File: config.mk
export PLATFORM = sky130hd
export DESIGN_NAME = ped_request_conditioner
export DESIGN_NICKNAME = d
export VERILOG_FILES = /design/src/rtl/ped_request_conditioner.sv
export SDC_FILE = /design/constraint.sdc
export NUM_CORES = 1
export LEC_CHECK = 0
export ABC_AREA = 1
export BUFFER_PORTS_ARGS = -buffer_cell sky130_fd_sc_hd__buf_2
export CORE_MARGIN = 2
export CORE_UTILIZATION = 49
export CTS_CLUSTER_DIAMETER = 60
export DETAILED_ROUTE_END_ITERATION = 8
export PLACE_DENSITY_LB_ADDON = 0.2
export SLEW_MARGIN = 10
export SYNTH_ARGS = -nofsm -noshare
export SYNTH_HDL_FRONTEND = slang
export SYNTH_SLANG_ARGS = --single-unit
File: constraint.sdc
create_clock -name clk -period 1.2 [get_ports clk]
set_clock_uncertainty 0.1 [all_clocks]
set_input_delay 0.12 -clock clk [delete_from_list [all_inputs] [get_ports clk]]
set_output_delay 0.12 -clock clk [all_outputs]
set_load 0.05 [all_outputs]
File: src/rtl/ped_request_conditioner.sv
// ped_request_conditioner
// Front-end for the traffic controller's pedestrian_request input: synchronizes
// and debounces the raw push-button, holds an accepted request until the walk
// phase is granted, enforces a cooldown after each crossing, drives the
// "request registered" lamp and keeps a saturating count of accepted presses.
module ped_request_conditioner #(
    parameter int unsigned SYNC_STAGES     = 2,
    parameter int unsigned DEBOUNCE_CYCLES = 4,
    parameter int unsigned COOLDOWN_CYCLES = 10,
    parameter int unsigned CNT_W           = 8
) (
    input  logic             clk,
    input  logic             rst_n,
    input  logic             button_raw,
    input  logic             pedestrian_walk,
    output logic             pedestrian_request,
    output logic             request_lamp,
    output logic             request_dropped,
    output logic [CNT_W-1:0] press_count
);

    localparam int unsigned DB_W = (DEBOUNCE_CYCLES < 2) ? 1 : $clog2(DEBOUNCE_CYCLES);
    localparam int unsigned CD_W = (COOLDOWN_CYCLES < 2) ? 1 : $clog2(COOLDOWN_CYCLES);
    localparam logic [DB_W-1:0] DB_LAST = DB_W'(DEBOUNCE_CYCLES - 1);
    localparam logic [CD_W-1:0] CD_LOAD = CD_W'(COOLDOWN_CYCLES - 1);

    typedef enum logic [1:0] {
        ST_IDLE,
        ST_PENDING,
        ST_SERVING,
        ST_COOLDOWN
    } state_t;

    // Synchronizer and debounce state
    logic [SYNC_STAGES-1:0] r_sync;
    logic                   w_btn_s;
    logic [DB_W-1:0]        r_db_cnt;
    logic                   r_btn_db;
    logic                   r_btn_db_d;
    logic                   w_press;

    // FSM and datapath state
    state_t                 r_state;
    state_t                 w_state_nxt;
    logic [CD_W-1:0]        r_cd_cnt;
    logic [CD_W-1:0]        w_cd_nxt;
    logic                   w_drop_nxt;
    logic                   w_accept;
    logic                   r_request;
    logic                   r_lamp;
    logic                   r_dropped;
    logic [CNT_W-1:0]       r_press_count;

    assign w_btn_s = r_sync[SYNC_STAGES-1];
    assign w_press = r_btn_db & ~r_btn_db_d;

    // Shift the asynchronous button through the synchronizer chain
    always_ff @(posedge clk) begin
        if (!rst_n) begin
            r_sync <= '0;
        end else begin
            r_sync <= {r_sync[SYNC_STAGES-2:0], button_raw};
        end
    end

    // Debounce: flip the level after DEBOUNCE_CYCLES consecutive disagreeing samples
    always_ff @(posedge clk) begin
        if (!rst_n) begin
            r_db_cnt   <= '0;
            r_btn_db   <= 1'b0;
            r_btn_db_d <= 1'b0;
        end else begin
            r_btn_db_d <= r_btn_db;
            if (w_btn_s == r_btn_db) begin
                r_db_cnt <= '0;
            end else if (r_db_cnt == DB_LAST) begin
                r_db_cnt <= '0;
                r_btn_db <= ~r_btn_db;
            end else begin
                r_db_cnt <= r_db_cnt + DB_W'(1);
            end
        end
    end

    // Request FSM next-state, cooldown counter and reject decisions
    always_comb begin
        w_state_nxt = r_state;
        w_cd_nxt    = r_cd_cnt;
        w_drop_nxt  = 1'b0;
        w_accept    = 1'b0;
        unique case (r_state)
            ST_IDLE: begin
                if (w_press) begin
                    if (pedestrian_walk) begin
                        w_drop_nxt = 1'b1;
                    end else begin
                        w_accept    = 1'b1;
                        w_state_nxt = ST_PENDING;
                    end
                end
            end
            ST_PENDING: begin
                if (pedestrian_walk) begin
                    w_state_nxt = ST_SERVING;
                end
            end
            ST_SERVING: begin
                w_drop_nxt = w_press;
                if (!pedestrian_walk) begin
                    w_state_nxt = ST_COOLDOWN;
                    w_cd_nxt    = CD_LOAD;
                end
            end
            ST_COOLDOWN: begin
                w_drop_nxt = w_press;
                if (r_cd_cnt == '0) begin
                    w_state_nxt = ST_IDLE;
                end else begin
                    w_cd_nxt = r_cd_cnt - CD_W'(1);
                end
            end
            default: begin
                w_state_nxt = ST_IDLE;
            end
        endcase
    end

    // Register state, counters and glitch-free outputs decoded from the next state
    always_ff @(posedge clk) begin
        if (!rst_n) begin
            r_state       <= ST_IDLE;
            r_cd_cnt      <= '0;
            r_request     <= 1'b0;
            r_lamp        <= 1'b0;
            r_dropped     <= 1'b0;
            r_press_count <= '0;
        end else begin
            r_state   <= w_state_nxt;
            r_cd_cnt  <= w_cd_nxt;
            r_request <= (w_state_nxt == ST_PENDING);
            r_lamp    <= (w_state_nxt == ST_PENDING);
            r_dropped <= w_drop_nxt;
            if (w_accept && (r_press_count != '1)) begin
                r_press_count <= r_press_count + CNT_W'(1);
            end
        end
    end

    assign pedestrian_request = r_request;
    assign request_lamp       = r_lamp;
    assign request_dropped    = r_dropped;
    assign press_count        = r_press_count;

endmodule

==> impl_metrics.py <==
metrics = {
    "timing": {
        "hold_viol_final": 0,
        "holdWs_ps": 25.2,
        "period_share": 1.09,
        "layout_min_cycle_time_ps": 1310,
        "worst_pin_slew_ps": 495,
        "fmax_mhz": 766,
        "finalSetupViolations": 12,
        "final_max_slew_viol_count": 0,
        "setup_ws_ps": -106,
        "finalSetupTns_ps": -713,
        "rsz0062_at_grt": "true",
        "slew-limit-headroom": 0.670,
    },
    "worst_hold_path": {
        "holdPathStages": 3,
        "hold_path_class": "input port to register",
        "min_to": "request_dropped",
        "hold_path_startpoint": "pedestrian_walk",
    },
    "critical_path": {
        "worstRegToRegCells": 7,
        "r2r_start": "r_state[0]",
        "critPathMaxFanout": 7,
        "crit_required_ps": 1350,
        "crit_cells": 7,
        "crit_chain": "nor2_1, nand2_1, nor2_4, nand2_8, inv_8, nand2_2, a21oi_2",
        "path_buf_inv": 1,
        "cp-end-kind": "register",
        "path_class": "register to register",
        "crit_slowest_cell": "dfxtp_2",
        "cp-start-kind": "register",
        "crit_family": "simple AND/OR/NAND/NOR gates",
        "rrSetupSlack_ps": -110,
        "arrival_ps": 1450,
        "slowest_delay_ps": 360,
        "reg2reg_to": "press_count[4]",
    },
    "synth": {
        "synth_top_area_share": 0.408,
        "synthCells": 151,
        "seq_area_frac_synth": 0.408,
        "syn-num-nets": 158,
        "async_flop_share": 0,
        "yosysUniqueCellTypes": 23,
        "synth_area_leader_cell": "dfxtp_1",
        "postSynthAreaPerCell_sq_um": 7.14,
        "synth_edf_count": 0,
        "synth_ff_type": "dfxtp_1",
        "ys_ff_latch": 22,
        "yosysWarnings": 0,
        "yosys-top-cells-area": "dfxtp_1, nand2_1, inv_1, nor2_1, nand3_1",
        "synth_common_cells": "nand2_1, inv_1, dfxtp_1",
        "synth_most_common_cell": "nand2_1",
        "synth_area_sq_um": 1080,
    },
    "finish": {
        "utilization": 0.759,
        "stdcell_count": 214,
        "drive_gt1_frac": 0.422,
        "layout.nets": 195,
        "n_antenna_cell": 0,
        "final_cell_area_sq_um": 1540,
        "synthToLayoutAreaGrowth_pct": 42.3,
    },
    "global_route": {
        "grt_pass1_vias": 963,
        "grt_start_max_net_pins": 14,
        "grt.total_usage": 0.208,
        "grt_pass1_wl_um": 4110,
        "antenna_found_initial": 0,
        "overflow": 0,
    },
    "outcome": {
        "violations": "negative setup slack",
        "run_status": "finished, violations left",
    },
    "die": {
        "ios": 15,
        "die_x_um": 50.9,
        "die_area_sq_um": 2590,
        "core_area_sq_um": 2020,
        "rows": 16,
        "start_util": 0.533,
        "chipHeight_um": 50.9,
    },
    "clock_network": {
        "cts-root-buf": "clkbuf_4",
        "cts_tree": "done",
        "insertion_delay_ps": 310,
        "clock_path_buffers": 2,
        "numCtsBuffers": 3,
        "htree_levels": 1,
        "clkSinkCount": 22,
        "clk_pin_slew_worst_paths_ps": 120,
    },
    "place": {
        "gp_congestion": 0.798,
        "dpl.hpwl_um": 1690,
        "placed_cells": 205,
        "placement.cell_area_sq_um": 1330,
        "port_buffers": 14,
    },
    "drt": {
        "drtIter0Drc": 31,
        "via_per_inst": 5.08,
        "wl_per_cell_um": 12.4,
        "final_antenna_net_count": 0,
        "drc": 0,
        "vias": 1087,
        "totalWireLength_um": 2650,
        "first_pass_iters": 4,
    },
    "power": {
        "vdd_drop_max_mv": 0.690,
        "leakagePower_uw": 0.000666,
        "power_density_nw_per_um2": 730,
    },
    "run": {
        "drv_cap": 0,
    },
}
==> sequential cells by signal, summed over array words and instances, names as in the netlist <==
register	cells
request_lamp	1
request_dropped	1
r_cd_cnt	4
r_state	2
r_db_cnt	2
r_sync	2
r_btn_db_d	1
r_btn_db	1
press_count	8
==> cell usage in the layout (no fill, tap or decap), drive strengths merged, types with 3 or more instances in the layout <==
cell    Yosys  routed
nor2       22      22
nand3       9       9
dfxtp      22      22
a21oi      11      11
nand2      41      41
ha          3       3
o21ai       6       6
buf         3      33
clkbuf      0       3
inv        24      24
==> worst min-delay path, stage by stage <==
cell and delay, ps:
buf_2 120, nand2_1 90, a211oi_1 70
==> logic make-up (layout without fill, tap and decap cells) <==
group / count (synthesis) / in the layout / synth area share
xor gates and xnor gates: 3 / 3 / 0.0244
adders and majority gates: 3 / 3 / 0.0348
and+or+nand+nor: 74 / 74 / 0.305
AOI/OAI and AO/OA: 22 / 22 / 0.125
buffers and inverters: 27 / 63 / 0.102
DFF: 22 / 22 / 0.408
==> per-layer routing <==
layer | vias up | track usage | part of all wire
met5 | - | 0 | 0
met1 | 497 | 0.266 | 0.43
met3 | 9 | 0.0351 | 0.047
met2 | 38 | 0.340 | 0.49
li1 | 543 | - | -
met4 | 0 | 0.0946 | 0.026
==> area by class of cell <==
cell class / instances / area (sq um)
timing repair buffer: 35 / 294
clock inverter: 1 / 3.75
inverter: 24 / 97.6
clock buffer: 3 / 22.5
tap: 27 / 33.8
multi-input combinational: 102 / 617
sequential: 22 / 467
fill: 138 / 487
==> worst max path at each step <==
| stage | start | slack [ps] | to |
|---|---|---|---|
| after floorplan | press_count[1] | -100 | press_count[1] |
| after global placement | r_cd_cnt[0] | -50 | r_cd_cnt[1] |
| after detailed placement | r_cd_cnt[1] | -140 | r_cd_cnt[1] |
| after CTS | press_count[1] | -70 | press_count[7] |
| after global routing | r_state[0] | -150 | press_count[4] |
| final | r_state[0] | -110 | press_count[4] |
==> what timing repair did <==
action / in CTS / in global routing
hold endpoints to repair: 2 / 0
hold buffers: 2 / 0
resized for setup: 26 / 19
endpoints found under the setup margin: 19 / 18
buffers inserted: 0 / 3
pin swaps: 5 / 0
==> stage by stage <==
stage,total power [uW],setup slack (ps)
floorplan,762,-102
global placement,773,-49.6
finish,1120,-106
CTS,1130,-69.8
global route,1160,-154
detailed placement,775,-136
==> report_power, final <==
group	switching, uW	total, uW	internal [uW]
Clock	235	357	122
Combinational	24.3	40.0	15.7
Sequential	1.82	725	723
Total	261	1120	860
Power figures use the tool's default switching activity.
